===== config.mk =====
export PLATFORM = sky130hd
export DESIGN_NAME = demorgan_input_debounce
export DESIGN_NICKNAME = d
export VERILOG_FILES = /design/src/rtl/demorgan_input_debounce.sv
export SDC_FILE = /design/constraint.sdc
export NUM_CORES = 1
export LEC_CHECK = 0
export BUFFER_PORTS_ARGS = -buffer_cell sky130_fd_sc_hd__buf_2
export CAP_MARGIN = 20
export CORE_ASPECT_RATIO = 1.5
export CORE_UTILIZATION = 50
export DETAILED_ROUTE_END_ITERATION = 8
export GPL_ROUTABILITY_DRIVEN = 0
export PLACE_DENSITY_LB_ADDON = 0.05
export SLEW_MARGIN = 20
export SYNTH_ARGS = -nofsm -noshare
export SYNTH_HDL_FRONTEND = slang
export SYNTH_SLANG_ARGS = --single-unit

===== constraint.sdc =====
create_clock -name clk -period 2.7 [get_ports clk]
set_clock_uncertainty 0.2 [all_clocks]
set_input_delay 0.135 -clock clk [delete_from_list [all_inputs] [get_ports clk]]
set_output_delay 0.135 -clock clk [all_outputs]
set_load 0.02 [all_outputs]

===== src/rtl/demorgan_input_debounce.sv =====
// Two-channel synchronizer + debouncer feeding the De Morgan NOR-form gate (e = ~a & ~b).
// Each channel is an independent lane: 2-FF sync, STABLE/CHECK FSM with a saturating-free window counter.

module demorgan_input_debounce_ch #(
  parameter int N  = 4,
  parameter int CW = 2
) (
  input  logic clk,
  input  logic rst_n,
  input  logic raw,
  output logic out,
  output logic chg,
  output logic chk
);
  typedef enum logic {STABLE = 1'b0, CHECK = 1'b1} state_t;

  state_t          state, state_nxt;
  logic [1:0]      sync;
  logic            s2;
  logic [CW-1:0]   cnt, cnt_nxt;
  logic            out_nxt;

  assign s2 = sync[1];

  always_ff @(posedge clk or negedge rst_n) begin
    if (!rst_n) begin
      sync  <= '0;
      state <= STABLE;
      cnt   <= '0;
      out   <= 1'b0;
    end else begin
      sync  <= {sync[0], raw};
      state <= state_nxt;
      cnt   <= cnt_nxt;
      out   <= out_nxt;
    end
  end

  // Any sample matching out while checking restarts the window from scratch.
  always_comb begin
    state_nxt = state;
    cnt_nxt   = cnt;
    out_nxt   = out;
    chg       = 1'b0;
    case (state)
      STABLE: begin
        if (s2 != out) begin
          state_nxt = CHECK;
          cnt_nxt   = CW'(1);
        end else begin
          cnt_nxt   = '0;
        end
      end
      CHECK: begin
        if (s2 == out) begin
          state_nxt = STABLE;
          cnt_nxt   = '0;
        end else if (cnt == CW'(N-1)) begin
          out_nxt   = s2;
          state_nxt = STABLE;
          cnt_nxt   = '0;
          chg       = 1'b1;
        end else begin
          cnt_nxt   = cnt + CW'(1);
        end
      end
      default: begin
        state_nxt = STABLE;
        cnt_nxt   = '0;
      end
    endcase
  end

  assign chk = (state_nxt == CHECK);
endmodule

module demorgan_input_debounce #(
  parameter int N  = 1000000,
  parameter int CW = $clog2(N)
) (
  input  logic clk,
  input  logic rst_n,
  input  logic a_raw,
  input  logic b_raw,
  output logic a,
  output logic b,
  output logic upd,
  output logic busy
);
  localparam int NUM_LANES = 2;

  logic [NUM_LANES-1:0] raw, out, chg, chk;

  assign raw = {b_raw, a_raw};

  for (genvar i = 0; i < NUM_LANES; i++) begin : g_lane
    demorgan_input_debounce_ch #(.N(N), .CW(CW)) u_ch (
      .clk   (clk),
      .rst_n (rst_n),
      .raw   (raw[i]),
      .out   (out[i]),
      .chg   (chg[i]),
      .chk   (chk[i])
    );
  end

  // Both taken from next-state terms so they line up with the registered outputs.
  always_ff @(posedge clk or negedge rst_n) begin
    if (!rst_n) begin
      upd  <= 1'b0;
      busy <= 1'b0;
    end else begin
      upd  <= |chg;
      busy <= |chk;
    end
  end

  assign a = out[0];
  assign b = out[1];
endmodule


# [Yosys cells after proc, flatten, opt, wreduce, memory -nomap -nowiden]
# Cells that the tools add are included.
[word_totals] ff_bits=50 inputBits=4 out_inout_bits=4 elab_cells=48
[op_classes] n_addsub=2 eq_ne=6 muxes=22 bitwise_logic=4 n_reduce_logical=4
[ops] operator="$mux 20" count=4
[ops] operator="$pmux 20 s2" count=2
[ops] operator="$add 20x1->20 const B" count=2
[ops] operator="$eq 20x20->1 const B" count=2
[ops] operator="$mux 1" count=14
[ops] operator="$reduce_and 3->1" count=2
[ops] operator="$not 1->1" count=4
[ops] operator="$pmux 1 s2" count=2
[ops] operator="$reduce_or 2->1" count=2
[ops] operator="$eq 1x1->1" count=2
[ops] operator="$ne 1x1->1" count=2

# [Longest topological paths before layout]
# Gate-level depths: netlist (run 1).
[depth] depth_word=5 depth_mapped=7 mapped_depth_nobuf=5

# [Modules after synthesis]
# From an unflattened synthesis (run 1), not the netlist that was laid out.
[unflattened] hier_cells=228 area_unflattened_um2=2454.9
[modules_own_cells] module="demorgan_input_debounce_ch" n_inst=2 cells_per_inst=112 area_per_inst_um2=1196.1 seq_area_each_um2=600.6
[modules_own_cells] module="demorgan_input_debounce" n_inst=1 cells_per_inst=4 area_per_inst_um2=62.6 seq_area_each_um2=50.0

# [Worst setup path after synthesis (run 1)]
# No wires, ideal clock.
[synth_timing] path_kind="register to register" from="reg g_lane[1].u_ch.cnt[6]" to="reg g_lane[1].u_ch.out" setup_ns=0.125 t_arrival_ns=1.963 required_ns=2.375 path_slack_ns=0.412 path_stages_with_launch=5 path_buffers=0 synth_period_minus_slack_ns=2.288 path_cell_list="dfrtp_1 or4_1 or4_4 nor3_2 mux2_2"
[synth_between] elab_chain_len=2
[synth_rtl] element="from (decl)" line="20" rtl="logic [CW-1:0] cnt, cnt_nxt;"
[synth_rtl] element="from (signal assigned)" line="34" rtl="cnt <= cnt_nxt;"
[synth_rtl] element="$eq 20x20->1" line="58" rtl="end else if (cnt == CW'(N-1)) begin"
[synth_rtl] element="$reduce_and 3->1 (no source line)"
[synth_rtl] element="to (signal assigned)" line="35" rtl="out <= out_nxt;"
[synth_rtl] element="to (decl)" line="11" rtl="output logic out,"
# Every way passes these cells.
# A chain may end at the register's enable or synchronous reset.

# [Worst setup path after layout (run 1)]
[layout_timing] from="reg g_lane[1].u_ch.cnt[6]" to="reg g_lane[1].u_ch.cnt[7]"
[layout_between] elab_chain_len=4 word_cells_on_any_way=5 cone_classes="add/sub (1); eq/ne (1); mux (3)"
[layout_rtl] element="$add 20x1->20 or $eq 20x20->1 (tied branches)" line="64, 58"
[layout_rtl] element="$mux 20 (*)" line="58"
[layout_rtl] element="$mux 20 (*)" line="55" rtl="if (s2 == out) begin"
[layout_rtl] element="$pmux 20 s2 (*)" line="45" rtl="case (state)"
[layout_rtl] element="net g_lane[1].u_ch.cnt_nxt[7]" line="20"
# The timed path passes the listed nets; every way through them passes the cells marked *.

==> flow_metrics.env, run 1 <==
export IMPL_outcome="finished, final reports clean"
export IMPL_vias=1699
export IMPL_grt_first_pass_wirelength_mm=7.97
export IMPL_finalCritPeriodShare=0.882
export IMPL_drc=0
export IMPL_yosys_area_top_type_share=0.529
export IMPL_ir_drop_v=0.000324
export IMPL_ff_latch_area_mm2=0.00125
export IMPL_post_dp_hpwl_mm=3.32
export IMPL_tritoncts="built"
export IMPL_postCtsResizedCells=0
export IMPL_layout_drive_gt1_share=0.102
export IMPL_antenna_found_initial=0
export IMPL_io_pins=8
export IMPL_vias_per_cell=5.50
export IMPL_grt_pass1_vias=1780
export IMPL_crit_path_end="g_lane[1].u_ch.cnt[7]"
export IMPL_antenna_cells=0
export IMPL_multi_input_area_mm2=0.00105
export IMPL_holdCritPathClass="in2async"
export IMPL_dieArea_mm2=0.00501
export IMPL_synth_top_cell_by_area="dfrtp_1"
export IMPL_critPathCaptureType="flop"
export IMPL_fin_crit_ns=2.38
export IMPL_antenna_left=0
export IMPL_overflow=0
export IMPL_final_setup_worst_slack_ns=0.319
export IMPL_clock_sinks=50
export IMPL_cpPeakStageDelay_ns=0.53
export IMPL_grt_util_all_layers=0.207
export IMPL_critPathRequiredTime_ns=2.66
export IMPL_slowest_stage="or4_1"
export IMPL_r2r_cells=4
export IMPL_start_util=0.521
export IMPL_r2r_slack_ns=0.32
export IMPL_synth_area_mm2=0.00236
export IMPL_cp_max_fo=19
export IMPL_syn_instance_count=232
export IMPL_cts_root_buf="clkbuf_8"
export IMPL_ys_ff_latch=50
export IMPL_rsz0062_at_grt="no"
export IMPL_hold_viol=0
export IMPL_path_clk_slew_ns=0.09
export IMPL_critical_path_class="reg2reg"
export IMPL_routedWlPerCell_um=14.6
export IMPL_worstPathArrival_ns=2.34
export IMPL_maxSlewViolCount=0
export IMPL_maxSlewHeadroom=0.643
export IMPL_nets=250
export IMPL_setup_violations_final=0
export IMPL_post_place_ws_ns=0.325
export IMPL_clockBufferDepth=2
export IMPL_crit_chain="or4_1 > or4_4 > o21ai_4 > nor2_1"
export IMPL_synth_area_leaders="dfrtp_1 (53%), xnor2_1 (5.9%), nor2_1 (5.6%)"
export IMPL_area_growth_pct=9.79
export IMPL_insertion_delay_ns=0.30
export IMPL_startpoint_type="flop"
export IMPL_htree_levels=2
export IMPL_synth_warnings=0
export IMPL_fp_dieW_um=58.2
export IMPL_startpoint="g_lane[1].u_ch.cnt[6]"
export IMPL_fin_setup_tns_ns=0
export IMPL_r2r_start="g_lane[1].u_ch.cnt[6]"
export IMPL_worst_slew_pin_slew_ns=0.531
export IMPL_reg2reg_to="g_lane[1].u_ch.cnt[7]"
export IMPL_core_rowCount=30
export IMPL_syn_avg_cell_area_um2=10.2
export IMPL_n_fill_cell=409
export IMPL_numCtsBuffers=5
export IMPL_first_iter_violations=73
export IMPL_finalWirelength_mm=4.51
export IMPL_max_cap_violations=0
export IMPL_cpLargestDelayFamily="simple AND/OR/NAND/NOR gates"
export IMPL_core_area_mm2=0.00454
export IMPL_port_buffers=7
export IMPL_fin_util=0.572
export IMPL_synth_distinct_cells=37
export IMPL_die_h_um=86.2
export IMPL_leakage_nw=1.02
export IMPL_synth_nets=238
export IMPL_drtPass1Iterations=4
export IMPL_power_per_cell_area_mw_per_mm2=520
export IMPL_path_buf_inv=0
export IMPL_fmax_ghz=0.420
export IMPL_yosysSeqAreaShare=0.529
export IMPL_path_depth=4
export IMPL_grt_max_degree=34
export IMPL_total_power_w=0.00135
[power by group]
part	leakage [nW]	internal, W	switching [W]
clock	0.0524	0.000277	0.000235
combinational	0.290	0.0000198	0.0000442
sequential	0.677	0.000762	0.0000112
[through the flow]
step / cells / cell area (µm²) / hold WS (ns)
after floorplan: 232 / 2360 / -0.361
after global placement: 298 / 2460 / -0.131
after detailed placement: 298 / 2460 / -0.122
after CTS: 309 / 2600 / 0.0940
after global routing: 309 / 2600 / 0.112
final: 309 / 2600 / 0.0871
[layer usage]
layer / global-route usage / wire length, µm
met3: 0.0358 / 81
met5: 0 / 0
met2: 0.391 / 2590
met4: 0.0801 / 78
met1: 0.224 / 1760
[state kept, by name, summed over array words and instances, names as in the netlist]
register and count:
g_lane.u_ch.out 2, g_lane.u_ch.cnt 40, g_lane.u_ch.sync 4, busy 1, upd 1, g_lane.u_ch.state 2
[worst reg2reg max path, stage by stage (launching register included)]
cell and delay (ns):
dfrtp_1 0.44, or4_1 0.53, or4_4 0.53, o21ai_4 0.43
nor2_1 0.11
[worst min-delay path by stage]
stage	slack, ns	from	depth (start not counted)	endpoint
after global placement	-0.13	rst_n	1	g_lane[1].u_ch.cnt[16]
after CTS	0.09	rst_n	2	g_lane[1].u_ch.cnt[16]
after global routing	0.11	rst_n	2	g_lane[1].u_ch.cnt[16]
final	0.09	rst_n	2	g_lane[1].u_ch.cnt[16]
after floorplan	-0.36	rst_n	0	busy
after detailed placement	-0.12	rst_n	1	g_lane[1].u_ch.cnt[16]
[synth_stat cells]
cell       n
o21ai_0    6
nor2_1    35
nand4_2    1
nor4_1     5
nand2_1   14
or4_4      1
clkbuf_1   5
dfrtp_1   50
xnor2_1   16
nor3_2     1
buf_2      1
nand4_1    7
ha_1       2
or4_1      8
o21bai_1   1
a22o_1     1
buf_6      1
xor2_1    12
o21ai_4    1
or3_1      4
mux2_2     2
and4bb_2   1
o221ai_1   1
nand3b_1   1
or2_2      1
or3_2      2
or4b_1     1
and4_1     4
nand4b_1   1
nor3b_1    1
and3_1     2
o31ai_1    6
nand3_1   12
inv_1      8
nor3_1     5
o22ai_1    1
a21oi_1   11
[kinds of logic (layout without fill, tap and decap cells)]
group                    after synthesis  count (layout)  share of synthesized area
AND/OR/NAND/NOR                      107             107                      0.244
XOR/XNOR                              28              28                      0.104
multiplexers                           2               2                    0.00952
buffers and inverters                 15              28                     0.0275
flip-flops                            50              50                      0.529
adder cells (fa/ha/maj)                2               2                     0.0106
AO/OA/AOI/OAI                         28              28                     0.0751
[placed cells by master (no fill, tap or decap), types with 2 or more instances in the layout]
cell / count
a21oi_1: 11
and3_1: 2
and4_1: 4
buf_2: 7
buf_4: 2
clkbuf_1: 2
clkbuf_8: 5
dfrtp_1: 50
dlygate4sd3_1: 3
ha_1: 2
inv_1: 8
mux2_2: 2
nand2_1: 14
nand3_1: 12
nand4_1: 7
nor2_1: 35
nor3_1: 5
nor4_1: 5
o21ai_0: 5
o31ai_1: 6
or3_1: 4
or3_2: 2
or4_1: 8
xnor2_1: 16
xor2_1: 12
[final cells by class]
cell class | count | share of cell area
Clock buffer | 7 | 0.0294
Clock inverter | 1 | 0.0116
Inverter | 8 | 0.0116
Multi-Input combinational cell | 167 | 0.404
Sequential cell | 50 | 0.482
Tap cell | 64 | 0.0308
Timing Repair Buffer | 12 | 0.0308
[what timing repair did]
action	in CTS	in global routing
buffers inserted	0	0
hold buffers	3	0
hold endpoints to repair	19	0
Power figures use the tool's default switching activity.
==> run 2: changes to the inputs <==
--- a/config.mk
+++ b/config.mk
@@ -8,7 +8,7 @@
 export BUFFER_PORTS_ARGS = -buffer_cell sky130_fd_sc_hd__buf_2
 export CAP_MARGIN = 20
 export CORE_ASPECT_RATIO = 1.5
-export CORE_UTILIZATION = 50
+export CORE_UTILIZATION = 55
 export DETAILED_ROUTE_END_ITERATION = 8
 export GPL_ROUTABILITY_DRIVEN = 0
 export PLACE_DENSITY_LB_ADDON = 0.05
==> run 2 against run 1 <==
- register-to-register slack barely moved
- sequential share of layout area rose by 0.45 points
- global-route usage up 0.94 points
- sequential power about the same
- highest routed layer unchanged
- clock power shrank 1%
- power shrank 0.45%
- hold slack improved by 0.068 ns
==> flow_metrics.env, run 2 (synthesized netlist as in run 1, its figures left out) <==
export IMPL_port_buffers=7
export IMPL_critical_path_class="reg2reg"
export IMPL_clockBufferDepth=2
export IMPL_die_h_um=82.3
export IMPL_fmax_ghz=0.417
export IMPL_vias=1699
export IMPL_largest_registers="g_lane.u_ch.cnt: 40 flops, g_lane.u_ch.sync: 4 flops"
export IMPL_antenna_cells=0
export IMPL_numCtsBuffers=5
export IMPL_tritoncts="built"
export IMPL_worstPathArrival_ns=2.38
export IMPL_rsz0062_at_grt="no"
export IMPL_grt_util_all_layers=0.217
export IMPL_startpoint_type="flop"
export IMPL_fp_dieW_um=55.5
export IMPL_routedWlPerCell_um=15.0
export IMPL_finalWirelength_mm=4.34
export IMPL_place_inst=279
export IMPL_layout_drive_gt1_share=0.102
export IMPL_drtPass1Iterations=4
export IMPL_core_rowCount=28
export IMPL_fin_crit_ns=2.40
export IMPL_fin_area_mm2=0.00257
export IMPL_grt_first_pass_wirelength_mm=7.64
export IMPL_drc=0
export IMPL_fin_cells=290
export IMPL_n_fill_cell=327
export IMPL_ir_drop_v=0.000403
export IMPL_finalCritPeriodShare=0.887
export IMPL_vias_per_cell=5.86
export IMPL_crit_chain="or4_1 > or4_4 > nor3_2 > mux2_2"
export IMPL_final_common_cell="dfrtp_1"
export IMPL_start_util=0.587
export IMPL_cts_root_buf="clkbuf_8"
export IMPL_post_dp_hpwl_mm=3.08
export IMPL_cpPeakStageDelay_ns=0.54
export IMPL_largest_register_ff_count=40
export IMPL_top_register="g_lane.u_ch.cnt"
export IMPL_overflow=0
export IMPL_antenna_left=0
export IMPL_cp_max_fo=6
export IMPL_holdCritPathClass="reg2reg"
export IMPL_final_cell_mix="dfrtp_1 (50), nor2_1 (35), xnor2_1 (16)"
export IMPL_outcome="finished, final reports clean"
export IMPL_dieArea_mm2=0.00457
export IMPL_io_pins=8
export IMPL_maxSlewHeadroom=0.594
export IMPL_grt_pass1_vias=1688
export IMPL_dpl_cell_area_mm2=0.00244
export IMPL_area_growth_pct=8.78
export IMPL_antenna_found_initial=0
export IMPL_setup_violations_final=0
export IMPL_path_clk_slew_ns=0.08
export IMPL_maxSlewViolCount=0
export IMPL_clock_sinks=50
export IMPL_critPathRequiredTime_ns=2.68
export IMPL_core_area_mm2=0.00403
export IMPL_insertion_delay_ns=0.30
export IMPL_htree_levels=2
export IMPL_whs_ns=0.156
export IMPL_worst_slew_pin_slew_ns=0.609
export IMPL_hold_viol=0
export IMPL_slowest_stage="or4_1"
export IMPL_nets=250
export IMPL_grt_max_degree=51
export IMPL_postCtsResizedCells=0
export IMPL_critPathCaptureType="flop"
export IMPL_first_iter_violations=47
export IMPL_power_per_cell_area_mw_per_mm2=522
export IMPL_fin_setup_tns_ns=0
export IMPL_max_cap_violations=0
export IMPL_leakage_nw=1.02
-- run 2: cell counts in the layout (fill, tap and decap cells not counted) --
Identical to the previous run, type by type.
-- run 2: worst max-delay path: cells and delay by family (launching register included) --
family,cells,cell delay (ns)
DFF,1,0.44
muxes,1,0.37
and+or+nand+nor,3,1.28
-- run 2: per-stage QoR --
stage	setup WS, ns	power [W]	utilization
2_1_floorplan	0.412	0.000820	-
3_3_place_gp	0.367	0.000845	0.605
3_5_place_dp	0.317	0.000850	0.605
4_1_cts	0.300	0.00137	0.639
5_1_grt	0.233	0.00140	0.639
6_report	0.305	0.00134	0.639
-- run 2: routing by layer --
layer  wire length, µm  part of all wire  vias up  track usage
met4                48             0.011        0        0.100
li1                  -                 -      843            -
met5                 0                 0        -            0
met2              2470              0.57       14        0.413
met1              1750              0.40      837        0.236
met3                76             0.018        5       0.0343
-- run 2: area by class of cell --
type / instances / area (µm²) / share of cell area
Timing Repair Buffer: 12 / 80.1 / 0.0311
Sequential cell: 50 / 1250 / 0.486
Clock inverter: 1 / 30.0 / 0.0117
Inverter: 8 / 30.0 / 0.0117
Tap cell: 45 / 56.3 / 0.0219
Multi-Input combinational cell: 167 / 1050 / 0.408
Clock buffer: 7 / 76.3 / 0.0297
-- run 2: power by group --
group          internal [W]  switching, W
clock              0.000277      0.000229
sequential         0.000762     0.0000105
combinational     0.0000199     0.0000438
-- run 2: repair_timing --
item	4_1_cts	5_1_grt
hold buffers	3	0
setup buffers	0	0
endpoints found under the hold margin	52	0
-- run 2: worst paths after layout --
check / from / end / slack (ns) / cells after the start
min in group asynchronous: rst_n / g_lane[1].u_ch.cnt[3] / 0.27 / 3
worst min register to register: g_lane[1].u_ch.sync[0] / g_lane[1].u_ch.sync[1] / 0.16 / 0
worst max register to register: g_lane[1].u_ch.cnt[6] / g_lane[1].u_ch.out / 0.30 / 4
max in group asynchronous: rst_n / g_lane[0].u_ch.cnt[12] / 1.63 / 3
worst min-delay path: g_lane[1].u_ch.sync[0] / g_lane[1].u_ch.sync[1] / 0.16 / 0
worst max-delay path: g_lane[1].u_ch.cnt[6] / g_lane[1].u_ch.out / 0.30 / 4
==> run 3: changes to the inputs <==
--- a/config.mk
+++ b/config.mk
@@ -5,12 +5,14 @@
 export SDC_FILE = /design/constraint.sdc
 export NUM_CORES = 1
 export LEC_CHECK = 0
+export ABC_AREA = 1
 export BUFFER_PORTS_ARGS = -buffer_cell sky130_fd_sc_hd__buf_2
 export CAP_MARGIN = 20
 export CORE_ASPECT_RATIO = 1.5
 export CORE_UTILIZATION = 55
 export DETAILED_ROUTE_END_ITERATION = 8
 export GPL_ROUTABILITY_DRIVEN = 0
+export MAX_ROUTING_LAYER = met4
 export PLACE_DENSITY_LB_ADDON = 0.05
 export SLEW_MARGIN = 20
 export SYNTH_ARGS = -nofsm -noshare
==> run 3 against run 2 <==
- count of clock-buffer cells in the layout unchanged
- via count is 20% higher
- sequential power grew 0.8%
- combinational power rose by 37%
- setup slack improved by 0.52 ns
- largest power group unchanged
==> flow_metrics.env, run 3 <==
export IMPL_use_met3=0.0358
export IMPL_critPathCaptureType="flop"
export IMPL_post_place_ws_ns=0.829
export IMPL_htree_levels=2
export IMPL_final_setup_worst_slack_ns=0.824
export IMPL_finalWirelength_mm=5.28
export IMPL_rsz0062_at_grt="no"
export IMPL_fin_crit_ns=1.88
export IMPL_fin_setup_tns_ns=0
export IMPL_insertion_delay_ns=0.30
export IMPL_clock_sinks=50
export IMPL_dieArea_mm2=0.00503
export IMPL_worst_slew_pin_slew_ns=0.429
export IMPL_async_reset_ff_frac=1.00
export IMPL_grt_max_degree=35
export IMPL_antenna_left=0
export IMPL_crit_chain="ha_1 > nand2_2 > nor3_4 > nand3_1 > nand2_2 > inv_2 > nor2_2 > nand2_1"
export IMPL_post_dp_hpwl_mm=4.01
export IMPL_die_h_um=86.4
export IMPL_critPathRequiredTime_ns=2.70
export IMPL_slowest_stage="dfrtp_1"
export IMPL_top_register="g_lane.u_ch.cnt"
export IMPL_synth_top_cell_by_area="dfrtp_1"
export IMPL_vias_per_cell=4.98
export IMPL_ir_drop_v=0.000276
export IMPL_cts_root_buf="clkbuf_8"
export IMPL_power_share_clock=0.340
export IMPL_core_area_mm2=0.00454
export IMPL_comb_power_share=0.066
export IMPL_nets=350
export IMPL_ys_ff_latch=50
export IMPL_largest_registers="g_lane.u_ch.cnt: 40 flops, g_lane.u_ch.sync: 4 flops"
export IMPL_overflow=0
export IMPL_synth_most_common_cell="nor2_1"
export IMPL_synth_area_mm2=0.00261
export IMPL_postCtsResizedCells=0
export IMPL_layout_drive_gt1_share=0.119
export IMPL_critical_path_class="reg2reg"
export IMPL_p_sw_w=0.000314
export IMPL_synth_warnings=0
export IMPL_syn_avg_cell_area_um2=7.95
export IMPL_power_per_cell_area_mw_per_mm2=463
export IMPL_synth_edf_count=0
export IMPL_synth_nets=334
export IMPL_use_met2=0.447
export IMPL_grt_util_met1=0.245
export IMPL_largest_register_ff_count=40
export IMPL_finalCritPeriodShare=0.695
export IMPL_worstPathArrival_ns=1.87
export IMPL_fin_util=0.624
export IMPL_maxSlewHeadroom=0.712
export IMPL_synth_area_leaders="dfrtp_1 (48%), nor2_1 (11%), nand2_1 (9.8%)"
export IMPL_hold_viol=0
export IMPL_cpPeakStageDelay_ns=0.41
export IMPL_fmax_ghz=0.533
export IMPL_cp_max_fo=14
export IMPL_startpoint_type="flop"
export IMPL_final_cell_mix="nor2_1 (78), nand2_1 (68), dfrtp_1 (50)"
export IMPL_top_usage_layer="met2"
export IMPL_drtPass1Iterations=4
export IMPL_yosysSeqAreaShare=0.480
export IMPL_routedWlPerCell_um=12.9
export IMPL_synth_distinct_cells=28
export IMPL_tritoncts="built"
export IMPL_grt_pass1_vias=1967
export IMPL_maxSlewViolCount=0
export IMPL_synth_top_flop_cell="dfrtp_1"
export IMPL_outcome="finished, final reports clean"
export IMPL_fp_dieW_um=58.2
export IMPL_p_int_w=0.000998
export IMPL_total_power_w=0.00131
export IMPL_vias=2036
export IMPL_numCtsBuffers=5
export IMPL_antenna_found_initial=0
export IMPL_setup_violations_final=0
export IMPL_core_rowCount=30
export IMPL_area_growth_pct=8.63
export IMPL_sequentialPowerShare=0.593
export IMPL_whs_ns=0.0749
export IMPL_start_util=0.574
export IMPL_antenna_cells=0
export IMPL_syn_instance_count=328
export IMPL_p_sw_frac=0.239
export IMPL_final_common_cell="nor2_1"
export IMPL_port_buffers=7
export IMPL_io_pins=8
export IMPL_drc=0
export IMPL_crit_top_cell="nand2_2"
export IMPL_yosys_area_top_type_share=0.480
export IMPL_synth_common_cells="nor2_1 (78), nand2_1 (68), dfrtp_1 (50), inv_1 (34), nand3_1 (18)"
export IMPL_clockBufferDepth=2
export IMPL_path_clk_slew_ns=0.09
export IMPL_holdCritPathClass="in2async"
export IMPL_grt_util_all_layers=0.237
export IMPL_grt_first_pass_wirelength_mm=8.72
export IMPL_leakage_nw=1.23
export IMPL_max_cap_violations=0
export IMPL_first_iter_violations=82
==> run 3: area by class of cell <==
type                    count  area [µm²]
fillers                   435        1710
flip-flops and latches     50        1250
multi-input cells         239        1200
inverters                  37         139
clock buffers               7        86.3
well taps                  64        80.1
repair buffers             11        72.6
clock inverters             1        5.00
==> run 3: cells by family (layout without fill, tap and decap cells) <==
family	after synthesis	in the layout	share of synthesized area
and+or+nand+nor	204	204	0.357
xor gates and xnor gates	18	18	0.0604
buffers and inverters	39	56	0.0604
adders and majority gates	2	2	0.00959
DFF	50	50	0.480
AOI/OAI and AO/OA	15	15	0.0331
==> run 3: stage by stage <==
stage / instance area [µm²] / std cells
2_1_floorplan: 2610 / 328
3_3_place_gp: 2710 / 398
3_5_place_dp: 2710 / 398
4_1_cts: 2830 / 409
5_1_grt: 2830 / 409
6_report: 2830 / 409
==> run 3: worst paths after layout <==
kind / start / to / slack, ns / depth (start not counted)
worst max-delay path: g_lane[1].u_ch.cnt[0] / busy / 0.82 / 8
worst min-delay path: rst_n / g_lane[1].u_ch.cnt[0] / 0.07 / 2
worst max register to register: g_lane[1].u_ch.cnt[0] / busy / 0.82 / 8
worst min register to register: g_lane[1].u_ch.sync[0] / g_lane[1].u_ch.sync[1] / 0.16 / 0
max in group asynchronous: rst_n / g_lane[0].u_ch.cnt[6] / 1.45 / 3
min in group clk: g_lane[1].u_ch.sync[0] / g_lane[1].u_ch.sync[1] / 0.16 / 0
==> run 3: worst max-delay path, delay by kind of cell (launching register included) <==
| family | cells | cell delay [ns] |
|---|---|---|
| AND/OR/NAND/NOR | 6 | 0.86 |
| flip-flops | 1 | 0.41 |
| adder cells (fa/ha/maj) | 1 | 0.20 |
| buffers and inverters | 1 | 0.13 |
==> run 3: timing repair <==
| item | in CTS | in global routing |
|---|---|---|
| hold buffers | 3 | 0 |
| endpoints found under the setup margin | 0 | 0 |
| hold endpoints to repair | 18 | 0 |
| buffers inserted | 0 | 0 |
==> run 3: routing by layer <==
metal	part of all wire	vias to the layer above
met4	0.019	0
met1	0.40	950
met5	0	-
met3	0.020	10
met2	0.56	26
li1	-	1050
==> run 3: power by group through the flow <==
stage / Sequential, W / Combinational (W) / Clock [W]
2_1_floorplan: 0.000793 / 0.0000536 / 0
3_5_place_dp: 0.000793 / 0.0000858 / 0
4_1_cts: 0.000778 / 0.0000897 / 0.000459
5_1_grt: 0.000781 / 0.0000988 / 0.000481
3_3_place_gp: 0.000792 / 0.0000852 / 0
6_report: 0.000778 / 0.0000871 / 0.000446
